**src/rtl/ff_ctrl_pkg.sv**
```systemverilog
`default_nettype none
// +-----------------------------------------------------------------------------+
// | ff_ctrl_pkg : shared encodings for the flip-flop mode sequencer             |
// | Rev 1.0                                                                     |
// +-----------------------------------------------------------------------------+
package ff_ctrl_pkg;

  typedef enum logic [1:0] {
    ST_IDLE   = 2'd0,
    ST_SWITCH = 2'd1,
    ST_RUN    = 2'd2
  } state_e;

  localparam logic [1:0] MODE_00 = 2'b00;
  localparam logic [1:0] MODE_01 = 2'b01;
  localparam logic [1:0] MODE_10 = 2'b10;
  localparam logic [1:0] MODE_11 = 2'b11;

  localparam logic REQ_A = 1'b0;
  localparam logic REQ_B = 1'b1;

  typedef struct packed {
    logic valid;
    logic id;
  } tag_t;

endpackage
`default_nettype wire

```
**src/rtl/rr_arb2.sv**
```systemverilog
`default_nettype none
// +-----------------------------------------------------------------------------+
// | rr_arb2 : two-way round-robin arbiter; update favours the loser next time   |
// | Rev 1.0                                                                     |
// +-----------------------------------------------------------------------------+
module rr_arb2
  import ff_ctrl_pkg::*;
(
  input  logic       clk_i,
  input  logic       reset_i,
  input  logic [1:0] req_i,
  input  logic       update_i,
  output logic       gnt_idx_o,
  output logic       any_o
);

  logic prio_q;

  assign any_o     = |req_i;
  assign gnt_idx_o = (&req_i) ? prio_q : req_i[1];

  always_ff @(posedge clk_i) begin
    if (reset_i) begin
      prio_q <= REQ_A;
    end else if (update_i) begin
      prio_q <= ~gnt_idx_o;
    end
  end

endmodule
`default_nettype wire

```
**src/rtl/ff_mode_sequencer.sv**
```systemverilog
`default_nettype none
// +-----------------------------------------------------------------------------+
// | ff_mode_sequencer : shares one mode-selectable flip-flop datapath between   |
// | two requesters, pulsing the datapath reset on mode changes.  Rev 1.0        |
// +-----------------------------------------------------------------------------+
module ff_mode_sequencer
  import ff_ctrl_pkg::*;
#(
  parameter int RST_CYCLES = 2,
  parameter int MAX_BURST  = 8,
  parameter int CNT_W      = 4
) (
  input  logic       clk_i,
  input  logic       reset_i,
  input  logic       req_a_i,
  input  logic [1:0] mode_a_i,
  input  logic [2:0] xyz_a_i,
  output logic       gnt_a_o,
  output logic       t_a_o,
  output logic       t_valid_a_o,
  input  logic       req_b_i,
  input  logic [1:0] mode_b_i,
  input  logic [2:0] xyz_b_i,
  output logic       gnt_b_o,
  output logic       t_b_o,
  output logic       t_valid_b_o,
  output logic       dp_x_o,
  output logic       dp_y_o,
  output logic       dp_z_o,
  output logic       dp_s0_o,
  output logic       dp_s1_o,
  output logic       dp_reset_o,
  input  logic       dp_t_i
);

  localparam logic [CNT_W-1:0] RST_LAST  = CNT_W'(RST_CYCLES - 1);
  localparam logic [CNT_W-1:0] BURST_MAX = CNT_W'(MAX_BURST);

  state_e           state_q, state_d;
  logic             win_id_q, win_id_d;
  logic [1:0]       cur_mode_q, cur_mode_d;
  logic [1:0]       dp_s_q, dp_s_d;
  logic [CNT_W-1:0] rst_cnt_q, rst_cnt_d;
  logic [CNT_W-1:0] burst_q, burst_d, burst_inc;
  logic [2:0]       dp_xyz_q, dp_xyz_d;
  logic             dp_reset_q, dp_reset_d;
  tag_t             tag1_q, tag1_d, tag2_q;

  logic [1:0] arb_req;
  logic       arb_update, arb_gnt_idx, arb_any;
  logic       win_req, run_act;
  logic [2:0] win_xyz;
  logic [1:0] new_mode;

  assign win_req   = (win_id_q == REQ_B) ? req_b_i : req_a_i;
  assign win_xyz   = (win_id_q == REQ_B) ? xyz_b_i : xyz_a_i;
  assign new_mode  = (arb_gnt_idx == REQ_B) ? mode_b_i : mode_a_i;
  assign burst_inc = burst_q + 1'b1;

  // A RUN cycle only counts while the owner still requests; the cycle it drops is the exit.
  assign run_act = (state_q == ST_RUN) && win_req;

  // Outside IDLE the arbiter sees only the owner, so its index names the burst being retired.
  assign arb_req = (state_q == ST_IDLE) ? {req_b_i, req_a_i}
                                        : ((win_id_q == REQ_B) ? 2'b10 : 2'b01);

  rr_arb2 u_arb (
    .clk_i     (clk_i),
    .reset_i   (reset_i),
    .req_i     (arb_req),
    .update_i  (arb_update),
    .gnt_idx_o (arb_gnt_idx),
    .any_o     (arb_any)
  );

  always_comb begin
    state_d    = state_q;
    win_id_d   = win_id_q;
    cur_mode_d = cur_mode_q;
    dp_s_d     = dp_s_q;
    rst_cnt_d  = rst_cnt_q;
    burst_d    = burst_q;
    dp_xyz_d   = 3'b000;
    dp_reset_d = 1'b0;
    arb_update = 1'b0;
    tag1_d     = '{valid: run_act, id: win_id_q};
    case (state_q)
      ST_IDLE: begin
        burst_d = '0;
        if (arb_any) begin
          win_id_d = arb_gnt_idx;
          if (new_mode == cur_mode_q) begin
            state_d = ST_RUN;
          end else begin
            state_d    = ST_SWITCH;
            dp_reset_d = 1'b1;
            dp_s_d     = new_mode;
            cur_mode_d = new_mode;
            rst_cnt_d  = '0;
          end
        end
      end
      ST_SWITCH: begin
        dp_reset_d = 1'b1;
        if (rst_cnt_q == RST_LAST) begin
          dp_reset_d = 1'b0;
          state_d    = win_req ? ST_RUN : ST_IDLE;
        end else begin
          rst_cnt_d = rst_cnt_q + 1'b1;
        end
      end
      ST_RUN: begin
        if (win_req) begin
          dp_xyz_d = win_xyz;
          burst_d  = burst_inc;
          if (burst_inc == BURST_MAX) begin
            state_d    = ST_IDLE;
            arb_update = 1'b1;
          end
        end else begin
          state_d    = ST_IDLE;
          arb_update = 1'b1;
        end
      end
      default: state_d = ST_IDLE;
    endcase
  end

  always_ff @(posedge clk_i) begin
    if (reset_i) begin
      state_q    <= ST_IDLE;
      win_id_q   <= REQ_A;
      cur_mode_q <= MODE_00;
      dp_s_q     <= MODE_00;
      rst_cnt_q  <= '0;
      burst_q    <= '0;
      dp_xyz_q   <= 3'b000;
      dp_reset_q <= 1'b1;
      tag1_q     <= '0;
      tag2_q     <= '0;
    end else begin
      state_q    <= state_d;
      win_id_q   <= win_id_d;
      cur_mode_q <= cur_mode_d;
      dp_s_q     <= dp_s_d;
      rst_cnt_q  <= rst_cnt_d;
      burst_q    <= burst_d;
      dp_xyz_q   <= dp_xyz_d;
      dp_reset_q <= dp_reset_d;
      tag1_q     <= tag1_d;
      tag2_q     <= tag1_q;
    end
  end

  assign gnt_a_o     = run_act && (win_id_q == REQ_A);
  assign gnt_b_o     = run_act && (win_id_q == REQ_B);
  assign t_valid_a_o = tag2_q.valid && (tag2_q.id == REQ_A);
  assign t_valid_b_o = tag2_q.valid && (tag2_q.id == REQ_B);
  assign t_a_o       = t_valid_a_o && dp_t_i;
  assign t_b_o       = t_valid_b_o && dp_t_i;

  assign {dp_x_o, dp_y_o, dp_z_o} = dp_xyz_q;
  assign {dp_s1_o, dp_s0_o}       = dp_s_q;
  assign dp_reset_o               = dp_reset_q;

endmodule
`default_nettype wire

```
**config.mk**
```make
export PLATFORM = sky130hd
export DESIGN_NAME = ff_mode_sequencer
export DESIGN_NICKNAME = d
export VERILOG_FILES = /design/src/rtl/ff_ctrl_pkg.sv /design/src/rtl/rr_arb2.sv /design/src/rtl/ff_mode_sequencer.sv
export SDC_FILE = /design/constraint.sdc
export NUM_CORES = 1
export LEC_CHECK = 0
export ABC_AREA = 1
export CAP_MARGIN = 5
export CORE_UTILIZATION = 48
export DETAILED_ROUTE_END_ITERATION = 16
export PLACE_DENSITY = 0.87
export SYNTH_ARGS = -nofsm -noshare
export SYNTH_HDL_FRONTEND = slang
export SYNTH_SLANG_ARGS = --single-unit
```
**constraint.sdc**
```tcl
create_clock -name clk_i -period 1.7 [get_ports clk_i]
set_input_delay 0.34 -clock clk_i [delete_from_list [all_inputs] [get_ports clk_i]]
set_output_delay 0.34 -clock clk_i [all_outputs]
set_load 0.01 [all_outputs]
```
==> results.toml <==
[final_layout]
seq_area_sq_um = 443
multi_input_area_sq_um = 702
finish.utilization_pct = 77.1
nets = 230
n_fill_cell = 152
drive_gt1_share_pct = 26.1
antenna_cells = 0
syn_to_final_growth_pct = 49.2

[placement]
port_buffers = 26
gp_congestion = 0.768
dp_hpwl_mm = 2.08

[yosys]
yosys_warnings = 0
ys_types = 25
yosysTopAreaCellShare_pct = 38.1
synth_area_sq_um = 1150
synth_fp_nets = 183
synth_area_leader_cell = "dfxtp_1"
seq_area_frac_synth_pct = 38.1
synthCells = 165
synth.area.top_cells = "dfxtp_1 (38%), nand2_1 (12%), inv_1 (8.1%)"
synth-seq-cells = 22
syn_avg_cell_area_sq_um = 7.00

[setup_path]
crit_fanout = 5
required_ps = 1920
critPathLaunchType = "flop"
crit_top_cell = "nand2_4"
endpoint_kind = "flop"
slowest_delay_ps = 360
path_class = "flop to flop"
crit_chain = "buf_6, nor2_4, inv_2, nand2_4, nand2_4, nand2_4, nand2_2, nand2_2, nand2_4, nand3_4, nand3_1, nand2_1, nor2_1"
worstSetupStartpoint = "state_q[0]"
path_delay_family = "simple AND/OR/NAND/NOR gates"
timing.rr.start = "state_q[0]"
worst-path-buf-inv = 2
worstPathArrival_ps = 1940
cpMaxStageDelayCell = "dfxtp_2"

[floorplanning]
dieHeight_microns = 51.1
core_sq_um = 2230
die-area_sq_um = 2610
start_util_pct = 51.7
ios = 27
rows = 17
fp.dieW_microns = 51.1

[power]
power_leakage_nw = 0.843
powerDensity_nw_per_um2 = 1510
p_total_mw = 2.60
ir_drop_mv = 1.21

[clock_network]
clk_pin_slew_worst_paths_ps = 130
clockBufferDepth = 2
clock_latency_ps = 310
ctsHoldBuffers = 0
cts_buffers = 3
cts_tree = "yes"
cts_root_buffer = "clkbuf_4"
cts_sinks = 22
htreeDepth = 1

[grt]
grt_max_degree = 14
grt_pass1_vias = 1135
grt_overflow = 0
grt_pass1_wl_mm = 4.55
antenna_found_initial = 0
grt_usage_pct = 23.7

[timing]
whs_ps = 410
slew_headroom_pct = 74.9
setup_viol = 3
fin_setup_tns_ps = -40.9
fmax_ghz = 0.582
min_period_over_period_pct = 101
worst_slew_pin_slew_ps = 376
drv_slew = 0
worst_slack_ps = -17.2
rsz0062_at_grt = "yes"
fin_crit_ps = 1720
clock_skew_ps = 1.06
hold_violations = 0

[drt]
dr.first_iter.drc_count = 38
routedWlPerCell_microns = 13.8
final_antenna_net_count = 0
wl_mm = 3.30
drcViolationCount = 0
viasPerCell = 5.27
drtPass1Iterations = 4
vias = 1259

[job]
cap_violations = 0

[outcome]
violations = "negative setup slack"
status = "finished, violations left"

[min_path]
min_path_type = "flop to flop"
hp-start = "tag1_q[0]"
routing by layer:
layer  share of wire (%)  GRT usage [%]  wire (microns)  vias up
met5                   0              0               0        -
met4                 2.9           11.6              97        0
met3                 6.3           3.27             209       12
met2                  55           46.9            1810       59
met1                  36           23.4            1190      576
li1                    -              -               -      612
placed cells by master (no fill, tap or decap), types with 4 or more instances in the layout:
cell	instances
nand2_1	35
nand3_1	11
nor2_1	17
a21oi_1	9
dlymetal6s2s_1	4
nand3_2	4
nand2_4	9
buf_4	16
inv_1	25
clkdlybuf4s50_1	18
dfxtp_1	20
a21oi_2	5
cells by family after synthesis:
kind of cell             after synthesis  synth area share, %
flip-flops                            22                 38.1
adder cells (fa/ha/maj)                3                 3.25
buffers and inverters                 29                 10.1
XOR/XNOR                               2                 1.52
AO/OA/AOI/OAI                         22                 10.7
AND/OR/NAND/NOR                       87                 36.3
area by class of cell:
type / instances / area share (%)
clock buffers: 3 / 1.31
clock inverters: 1 / 1.74
inverters: 27 / 5.88
multi-input cells: 115 / 40.7
flip-flops and latches: 22 / 25.7
well taps: 28 / 2.03
repair buffers: 43 / 22.6
final timing paths:
kind | to | slack (ps) | cells after the start
setup / recovery | rst_cnt_q[2] | -20 | 13
hold reg to reg | tag2_q[0] | 410 | 2
hold / removal | tag2_q[0] | 410 | 2
setup reg to reg | rst_cnt_q[2] | -20 | 13
flip-flops by register name, summed over array words and instances (netlist names), 2 cells and up:
signal and flops:
tag1_q 2, state_q 2, burst_q 4, dp_xyz_q 3, rst_cnt_q 4, tag2_q 2, dp_s_q 2
cells in the mapped netlist (all sizes together):
| cell type | number |
|---|---|
| xnor2 | 1 |
| nor2 | 21 |
| nor3 | 1 |
| o21a | 1 |
| nand3 | 17 |
| ha | 3 |
| inv | 27 |
| buf | 1 |
| nand4 | 1 |
| a31oi | 1 |
| xor2 | 1 |
| dfxtp | 22 |
| nand2 | 47 |
| o31ai | 2 |
| clkbuf | 1 |
| o21ai | 3 |
| a32o | 1 |
| a21oi | 14 |
stage by stage:
| step | setup slack [ps] | instances | instance area (sq um) |
|---|---|---|---|
| final | -17.2 | 239 | 1720 |
| after global routing | -76.4 | 239 | 1720 |
| after CTS | -51.6 | 235 | 1590 |
| after detailed placement | -458 | 231 | 1540 |
| after global placement | -455 | 231 | 1540 |
| after floorplan | 335 | 165 | 1150 |
worst min-delay path, cell delays in order (launching register included):
cell     delay (ps)
dfxtp_1         320
inv_1            40
nor2_1           30
what timing repair did:
action	CTS	global route
gates resized for setup	8	28
setup endpoints to repair	5	13
setup buffers	0	3
pin swaps	0	13
cloned	0	1
where the power goes:
| part | internal [mW] | total, mW | switching, mW | leakage [nW] |
|---|---|---|---|---|
| Clock | 0.238 | 0.406 | 0.168 | 0.0279 |
| Sequential | 0.621 | 0.710 | 0.0886 | 0.180 |
| Combinational | 0.605 | 1.49 | 0.881 | 0.634 |
| Total | 1.46 | 2.60 | 1.14 | 0.843 |
No activity file was read; power rests on OpenSTA's default activity.
